===== config.mk =====
export PLATFORM = sky130hd
export DESIGN_NAME = spi_flash_reader_flat
export DESIGN_NICKNAME = d
export VERILOG_FILES = /design/src/rtl/spi_flash_reader_if.sv /design/src/rtl/spi_flash_reader.sv /design/src/flat_wrapper.sv
export SDC_FILE = /design/constraint.sdc
export NUM_CORES = 1
export LEC_CHECK = 0
export CAP_MARGIN = 20
export CORE_UTILIZATION = 59
export DETAILED_ROUTE_END_ITERATION = 16
export PLACE_DENSITY_LB_ADDON = 0.15
export SETUP_SLACK_MARGIN = 0.15
export SYNTH_ARGS = -nofsm -noshare
export SYNTH_HDL_FRONTEND = slang
export SYNTH_SLANG_ARGS = --single-unit

===== constraint.sdc =====
create_clock -name clk -period 4.9 [get_ports clk]
set_input_delay 0.98 -clock clk [delete_from_list [all_inputs] [get_ports clk]]
set_output_delay 0.98 -clock clk [all_outputs]
set_load 0.005 [all_outputs]

===== src/rtl/spi_flash_reader_if.sv =====
// spi_flash_reader_if: request/response channel between the upstream
// storage-controller path and the SPI flash read engine.
//   master: upstream requester (drives req_valid/req_addr)
//   slave : spi_flash_reader (drives req_ready, response and busy)
interface spi_flash_reader_if;
    logic        req_valid;
    logic        req_ready;
    logic [23:0] req_addr;
    logic        rsp_valid;
    logic [31:0] rsp_data;
    logic        busy;

    modport master (
        output req_valid,
        output req_addr,
        input  req_ready,
        input  rsp_valid,
        input  rsp_data,
        input  busy
    );

    modport slave (
        input  req_valid,
        input  req_addr,
        output req_ready,
        output rsp_valid,
        output rsp_data,
        output busy
    );
endinterface


===== src/rtl/spi_flash_reader.sv =====
// spi_flash_reader: single-word SPI NOR flash read engine (SPI mode 0).
// Accepts a 24-bit byte address, issues a READ transaction and returns one
// 32-bit little-endian word as a one-cycle response pulse.
// Optional feature macro: SPI_FLASH_READER_FAST_READ_EN
//   defined   -> FAST READ (0x0B) with 8 dummy bits, 72 bits per transaction
//   undefined -> READ (0x03), 64 bits per transaction
// CLK_DIV sets the SCK half-period in clk cycles (1..255).
module spi_flash_reader #(
    parameter int CLK_DIV = 1
) (
    input  logic                      clk,
    input  logic                      rst,
    spi_flash_reader_if.slave         bus,
    output logic                      spi_cs_n,
    output logic                      spi_sck,
    output logic                      spi_mosi,
    input  logic                      spi_miso
);

`ifdef SPI_FLASH_READER_FAST_READ_EN
    localparam logic [7:0] CMD        = 8'h0B;
    localparam int         N_BITS     = 72;
    localparam int         DATA_START = 40;
`else
    localparam logic [7:0] CMD        = 8'h03;
    localparam int         N_BITS     = 64;
    localparam int         DATA_START = 32;
`endif

    localparam logic [6:0] LAST_BIT   = 7'(N_BITS - 1);
    localparam logic [6:0] DATA_FIRST = 7'(DATA_START);
    localparam logic [7:0] DIV_LAST   = 8'(CLK_DIV - 1);

    typedef enum logic [1:0] {
        IDLE  = 2'd0,
        SHIFT = 2'd1,
        HOLD  = 2'd2,
        GAP   = 2'd3
    } state_t;

    state_t      state_q, state_d;
    logic [7:0]  div_cnt_q, div_cnt_d;
    logic [6:0]  bit_cnt_q, bit_cnt_d;
    logic        sck_q, sck_d;
    logic        cs_n_q, cs_n_d;
    logic        mosi_q, mosi_d;
    logic [31:0] shift_q, shift_d;
    logic [31:0] data_q, data_d;
    logic [31:0] rsp_data_q, rsp_data_d;
    logic        rsp_valid_q, rsp_valid_d;

    logic        accept;
    logic        div_done;
    logic        in_data;
    logic [4:0]  data_idx;

    // Ready is gated by reset so a request during reset is never taken.
    assign bus.req_ready = (state_q == IDLE) && !rst;
    assign bus.busy      = (state_q != IDLE);
    assign bus.rsp_valid = rsp_valid_q;
    assign bus.rsp_data  = rsp_data_q;
    assign spi_cs_n      = cs_n_q;
    assign spi_sck       = sck_q;
    assign spi_mosi      = mosi_q;

    assign accept   = bus.req_valid && bus.req_ready;
    assign div_done = (div_cnt_q == DIV_LAST);
    assign in_data  = (bit_cnt_q >= DATA_FIRST);
    // Position of the current data bit within the 32 received bits.
    assign data_idx = 5'(bit_cnt_q - DATA_FIRST);

    // Next-state and output computation for the SPI transaction sequencer.
    always_comb begin
        state_d     = state_q;
        div_cnt_d   = div_cnt_q;
        bit_cnt_d   = bit_cnt_q;
        sck_d       = sck_q;
        cs_n_d      = cs_n_q;
        mosi_d      = mosi_q;
        shift_d     = shift_q;
        data_d      = data_q;
        rsp_data_d  = rsp_data_q;
        rsp_valid_d = 1'b0;

        case (state_q)
            IDLE: begin
                if (accept) begin
                    state_d   = SHIFT;
                    shift_d   = {CMD, bus.req_addr};
                    bit_cnt_d = 7'd0;
                    div_cnt_d = 8'd0;
                    cs_n_d    = 1'b0;
                    sck_d     = 1'b0;
                    mosi_d    = CMD[7];
                    data_d    = 32'd0;
                end
            end

            SHIFT: begin
                if (!div_done) begin
                    div_cnt_d = div_cnt_q + 8'd1;
                end else begin
                    div_cnt_d = 8'd0;
                    if (!sck_q) begin
                        // End of low phase: SCK rises and MISO is sampled.
                        // Bytes land little-endian, each byte MSB first.
                        sck_d = 1'b1;
                        if (in_data) begin
                            data_d[{data_idx[4:3], ~data_idx[2:0]}] = spi_miso;
                        end
                    end else begin
                        // End of high phase: advance to the next bit.
                        sck_d = 1'b0;
                        if (bit_cnt_q == LAST_BIT) begin
                            state_d = HOLD;
                            mosi_d  = 1'b0;
                        end else begin
                            bit_cnt_d = bit_cnt_q + 7'd1;
                            // Zeros shift in, so MOSI is low for dummy/data bits.
                            shift_d   = {shift_q[30:0], 1'b0};
                            mosi_d    = shift_q[30];
                        end
                    end
                end
            end

            HOLD: begin
                if (!div_done) begin
                    div_cnt_d = div_cnt_q + 8'd1;
                end else begin
                    div_cnt_d   = 8'd0;
                    state_d     = GAP;
                    cs_n_d      = 1'b1;
                    rsp_valid_d = 1'b1;
                    rsp_data_d  = data_q;
                end
            end

            GAP: begin
                // Minimum chip-select deselect time before the next access.
                if (!div_done) begin
                    div_cnt_d = div_cnt_q + 8'd1;
                end else begin
                    div_cnt_d = 8'd0;
                    state_d   = IDLE;
                end
            end

            default: begin
                state_d = IDLE;
            end
        endcase
    end

    // State and datapath registers with synchronous reset.
    always_ff @(posedge clk) begin
        if (rst) begin
            state_q     <= IDLE;
            div_cnt_q   <= 8'd0;
            bit_cnt_q   <= 7'd0;
            sck_q       <= 1'b0;
            cs_n_q      <= 1'b1;
            mosi_q      <= 1'b0;
            shift_q     <= 32'd0;
            data_q      <= 32'd0;
            rsp_data_q  <= 32'd0;
            rsp_valid_q <= 1'b0;
        end else begin
            state_q     <= state_d;
            div_cnt_q   <= div_cnt_d;
            bit_cnt_q   <= bit_cnt_d;
            sck_q       <= sck_d;
            cs_n_q      <= cs_n_d;
            mosi_q      <= mosi_d;
            shift_q     <= shift_d;
            data_q      <= data_d;
            rsp_data_q  <= rsp_data_d;
            rsp_valid_q <= rsp_valid_d;
        end
    end

endmodule


===== src/flat_wrapper.sv =====
// flat-port wrapper written by rule: the top's interface ports become plain ports
module spi_flash_reader_flat 
#(
    parameter int CLK_DIV = 1
)
  (clk, rst, spi_cs_n, spi_sck, spi_mosi, spi_miso, bus_req_valid, bus_req_addr, bus_req_ready, bus_rsp_valid, bus_rsp_data, bus_busy);
  spi_flash_reader_if bus_i ();
  input  logic clk;
  input  logic rst;
  output logic spi_cs_n;
  output logic spi_sck;
  output logic spi_mosi;
  input  logic spi_miso;
  input wire logic [$bits(bus_i.req_valid)-1:0] bus_req_valid;
  input wire logic [$bits(bus_i.req_addr)-1:0] bus_req_addr;
  output wire logic [$bits(bus_i.req_ready)-1:0] bus_req_ready;
  output wire logic [$bits(bus_i.rsp_valid)-1:0] bus_rsp_valid;
  output wire logic [$bits(bus_i.rsp_data)-1:0] bus_rsp_data;
  output wire logic [$bits(bus_i.busy)-1:0] bus_busy;
  assign bus_i.req_valid = bus_req_valid;
  assign bus_i.req_addr = bus_req_addr;
  assign bus_req_ready = bus_i.req_ready;
  assign bus_rsp_valid = bus_i.rsp_valid;
  assign bus_rsp_data = bus_i.rsp_data;
  assign bus_busy = bus_i.busy;
  spi_flash_reader #(.CLK_DIV(CLK_DIV)) u_core (.clk(clk), .rst(rst), .bus(bus_i), .spi_cs_n(spi_cs_n), .spi_sck(spi_sck), .spi_mosi(spi_mosi), .spi_miso(spi_miso));
endmodule

-- Word level (Yosys, flattened, before mapping)
Index checks and enable logic that the tools add are counted.
- flip-flop bits (word level): 116
- input bits: 28
- logic and storage cells: 88
- add/sub/neg operators: 3
- magnitude comparators: 3
- equality and inequality tests: 13
- mux-type cells: 39
- bitwise operators: 2
- reductions and logical operators: 18
- operator list (cell ; count):
    32-bit two-way mux ; 4
    31-bit two-way mux ; 4
    32-bit one-hot mux with 2 select lines ; 1
    31-bit one-hot mux with 2 select lines ; 1
    32-bit bitwise mux ; 1
    7-bit two-way mux ; 4
    8-bit two-way mux ; 2
    8-bit one-hot mux with 2 select lines ; 1
    2-bit by 1-bit inequality test with 1-bit output, second input constant ; 7
    7-bit one-hot mux with 2 select lines ; 1
    2-bit two-way mux ; 6
    5-bit AND reduction ; 2
    1-bit two-way mux ; 9
    8-bit by 1-bit adder with 8-bit output, second input constant ; 1
    8-bit zero test ; 1
    2-bit one-hot mux with 4 select lines ; 1
    7-bit by 1-bit adder with 7-bit output, second input constant ; 1
    7-bit by 6-bit == test with 1-bit output, second input constant ; 1
    7-bit by 6-bit greater-or-equal comparator with 1-bit output, second input constant ; 1
    5-bit by 6-bit less-than comparator with 1-bit output, second input constant ; 1
    1-bit one-hot mux with 2 select lines ; 3
    3-bit AND reduction ; 2
    6-bit AND reduction ; 1
    2-bit nonzero test ; 3
    other kinds (15) ; 19

-- Logic depth before layout (Yosys ltp)
- word-level depth: 11
- gate-level depth with buffers: 9
- depth with buffers taken out: 7

-- Worst setup path before layout
No wires, ideal clock.
- kind: input to output
- from: in rst
- to: out bus_req_ready
- arrival: 1.601 ns
- setup slack: 2.319 ns
- stages: 3
- path buffers: 2
- cell sequence: clkbuf_1 > clkbuf_1 > nor2_1
- cells in the longest elaborated chain, start to end: 2
- RTL lines (item ; line ; text):
    from (decl) ; flat_wrapper.sv:9 ; input logic rst;
    1-bit zero test ; spi_flash_reader.sv:58 ; assign bus.req_ready = (state_q == IDLE) && !rst;
    1-bit logical AND ; spi_flash_reader.sv:58 ;
    to (decl) ; flat_wrapper.sv:16 ; output wire logic [$bits(bus_i.req_ready)-1:0] bus_req_ready;
No other way between the ends.

-- Worst setup path after layout
- from: reg u_core.state_q[0]
- to: out bus_req_ready
- cells in the longest elaborated chain, start to end: 2
- RTL lines (item ; line ; text):
    from (decl) ; spi_flash_reader.sv:41 ; state_t state_q, state_d;
    from (signal assigned) ; spi_flash_reader.sv:169 ; state_q <= state_d;
    2-bit zero test ; spi_flash_reader.sv:58 ;
    1-bit logical AND ; spi_flash_reader.sv:58 ;
No other way between the ends.

==> out/summary.log <==
INFO  run_status     run_status=finished, final reports clean
INFO  critical_path  worstPathMaxFanout=18
INFO  logic_synthesis synthArstFlopShare=0
INFO  critical_path  critical_path.endpoint_type=primary output
INFO  layout         post_route_non_filler_standard_cell_count=753
INFO  sta            setup_viol_count_final=0
INFO  critical_path  worstPathArrival=2.27ns
INFO  drt            drc_violations_left=0
INFO  critical_path  critical_path_class=reg2out
INFO  drt            route.vias.total=4492
INFO  drt            vias_cell=5.97
INFO  grt            grt_first_pass_wirelength=19300um
INFO  sta            peak_clock_frequency_supported_by_timing=308MHz
INFO  critical_path  critPathMaxStageDelay=0.53ns
INFO  place          place.port_buffers=65
INFO  layout         num_antenna_cells=0
INFO  clock_tree     cts_post_setup_buffers_inserted=0
INFO  critical_path  cp-start-kind=flip-flop
INFO  place          detailedPlacementHpwl=6940um
INFO  floorplanning  initial_core_util=0.621
INFO  flow_run       max-cap-violations=0
INFO  layout         post_route_cells_drive_above_1_share=0.0722
INFO  floorplanning  design.portCount=66
INFO  logic_synthesis synth_top_cell_area_share=0.474
INFO  sta            final-hold-violation-count=0
INFO  critical_path  critical_path_buf_inv_count=3
INFO  drt            drt.antenna.violating_nets=0
INFO  drt            avgRoutedWirePerCell=15.4um
INFO  logic_synthesis yosysMostFrequentCell=dfxtp_1
INFO  sta            layout_worst_path_cycle_share=0.663
INFO  sta            timing.max_slew.rel_slack=0.359
INFO  logic_synthesis synth.net_count=630
INFO  logic_synthesis synthesis.area=4900um^2
INFO  floorplanning  rows=32
INFO  critical_path  data_required_time_at_the_worst_endpoint=3.92ns
INFO  grt            grt_overflow_total=0
INFO  logic_synthesis synth_sequential_area_ratio=0.474
INFO  logic_synthesis synth-edff-count=0
INFO  logic_synthesis synth_commonest_cells=dfxtp_1, nand2_1, a21oi_1, o21ai_0, nor2_1
INFO  sta            period_needed=3.25ns
INFO  floorplanning  die-area=8670um^2
INFO  place          place.detailed.instances=719
INFO  drt            total_iterations_of_the_first_detailed_routing_run=6
INFO  clock_tree     path_clk_slew=0.06ns
INFO  critical_path  worst_path_max_delay_cell=ha_1
INFO  logic_synthesis dominantRegCellSynth=dfxtp_1
INFO  grt            via_count_of_the_first_global_routing_pass=4217
INFO  layout         nNetsFinal=676
INFO  critical_path  timing.critical_path.cells=inv_1 -> ha_1 -> inv_1 -> nor2_1 -> clkdlybuf4s50_1
INFO  logic_synthesis postSynthAreaPerCell=8.27um^2
INFO  clock_tree     clkLatencyLatePin=0.51ns
INFO  logic_synthesis synth.ff_latch_count=116
INFO  floorplanning  standard_cell_core_area=7890um^2
INFO  critical_path  critical-path-top-delay-family=buffers and inverters
INFO  floorplanning  floorplan.die.width=93.1um
INFO  clock_tree     hold_bufs_inserted_after_cts=0
INFO  pwr            total_leakage_power=2.19nW
INFO  clock_tree     clock_tree.root_cell=clkbuf_8
INFO  logic_synthesis synth_top_cells_by_area=dfxtp_1, a21oi_1, o21ai_0
INFO  grt            global_route.usage.total=0.279
INFO  pwr            worst_ir_drop_vdd=328uV
INFO  clock_tree     clock_sinks=116
INFO  sta            setup_clock_skew_after_layout=0.00645ns
INFO  sta            final_max_slew_violation_count=0
INFO  clock_tree     cts_tree=done
INFO  drt            first_iter_violations=270
INFO  clock_tree     cts_max_level=4
INFO  place          final_gp_congestion=0.815
INFO  clock_tree     post_cts_resized=0
INFO  sta            rsz0062_at_grt=no
INFO  logic_synthesis synth_top_cell_by_area=dfxtp_1
INFO  drt            wirelength=11600um
INFO  grt            antenna_found_initial=0
INFO  logic_synthesis synth_cell_types=44
INFO  clock_tree     max-clock-path-buffers=2
INFO  worst_hold_path worstHoldPathType=reg2reg
INFO  pwr            power_per_cell_area=494nW/um^2
INFO  grt            grt_max_degree=52
INFO  clock_tree     tritoncts_buffers=17
INFO  critical_path  critical_path.most_common_cell=inv_1
INFO  layout         area_growth_syn_to_layout=27.1%
INFO  sta            timing.setup.tns=0ns
INFO  logic_synthesis synthesis.instances=592
INFO  sta            worst_slew_pin_slew=0.959ns
INFO  floorplanning  fp.dieH=93.1um
INFO  logic_synthesis yosys_warnings=0
## logic make-up (layout without fill, tap and decap cells)
kind of cell             after synthesis  count (layout)  share of synthesized area
multiplexers                          25              25                     0.0514
flip-flops                           116             116                      0.474
adder cells (fa/ha/maj)               10              10                     0.0255
XOR/XNOR                               1               1                    0.00179
AND/OR/NAND/NOR                      188             188                      0.173
buffers and inverters                 56             115                     0.0445
AO/OA/AOI/OAI                        196             196                      0.229
## sequential cells by signal, summed over array words and instances (netlist names)
| register | count |
|---|---|
| u_core.data_q | 32 |
| u_core.spi_sck | 1 |
| u_core.div_cnt_q | 8 |
| u_core.spi_mosi | 1 |
| u_core.state_q | 2 |
| u_core.bus.rsp_data | 32 |
| u_core.shift_q | 31 |
| u_core.bus.rsp_valid | 1 |
| u_core.bit_cnt_q | 7 |
| u_core.spi_cs_n | 1 |
## tightest hold or removal path: cells and delay by family, from the launching register on
kind               cells  cell delay (ns)
and+or+nand+nor        1             0.05
AOI/OAI and AO/OA      1             0.05
DFF                    1             0.31
## cell usage in the layout, fill, tap and decap left out, types with 3 or more instances in the layout
cell,count
a21oi_1,80
nor3_1,12
o21ai_0,66
mux2i_1,24
clkbuf_16,16
ha_1,9
nand2b_1,4
nand3b_1,3
a31oi_1,3
buf_4,5
clkinvlp_4,3
inv_6,3
o311a_1,3
nor2_1,39
a211oi_1,26
clkinv_4,3
inv_1,11
bufinv_16,4
dfxtp_1,116
nand2_1,87
clkdlybuf4s50_1,64
nand3_1,18
and3_1,6
and2_1,5
nor2b_1,3
## path summary, 6_finish.rpt
kind                                                      start                              end  slack [ns]  cells past startpoint
worst max-delay path             u_core.state_q[0]$_SDFFE_PP0P_                    bus_req_ready        1.65                      5
worst min-delay path            u_core.shift_q[29]$_SDFFE_PP0P_  u_core.shift_q[30]$_SDFFE_PP0P_        0.45                      2
worst max register to register   u_core.state_q[1]$_SDFFE_PP0P_  u_core.shift_q[12]$_SDFFE_PP0P_        1.91                      8
worst min register to register  u_core.shift_q[29]$_SDFFE_PP0P_  u_core.shift_q[30]$_SDFFE_PP0P_        0.45                      2
## metal layers
metal  GRT usage  up-vias  part of all wire
met5           0        -                 0
met4       0.109        0             0.019
met3      0.0602       23             0.058
met2       0.504      194              0.52
met1       0.320     2092              0.41
li1            -     2183                 -
## area by class of cell
cell class	count	area [um^2]
fillers	540	1660
flip-flops and latches	116	2320
inverters	11	41.3
clock inverters	14	200
well taps	102	128
repair buffers	72	726
multi-input cells	420	2380
clock buffers	18	428
## stage by stage
step / total power, mW / hold slack [ns] / setup slack, ns / cell area, um^2 / utilization
2_1_floorplan: 1.58 / 0.428 / 2.32 / 4900 / -
3_3_place_gp: 1.72 / 0.438 / 1.57 / 5550 / 0.703
3_5_place_dp: 1.74 / 0.444 / 1.48 / 5550 / 0.704
4_1_cts: 3.05 / 0.452 / 1.65 / 6180 / 0.784
5_1_grt: 3.21 / 0.473 / 1.51 / 6220 / 0.789
6_report: 3.08 / 0.450 / 1.65 / 6220 / 0.789
## report_power, final
part / switching [mW] / total [mW] / internal (mW)
Clock: 0.458 / 1.30 / 0.845
Sequential: 0.0484 / 1.07 / 1.02
Combinational: 0.432 / 0.706 / 0.273
Total: 0.939 / 3.08 / 2.14
(Power assumes the default switching activity.)
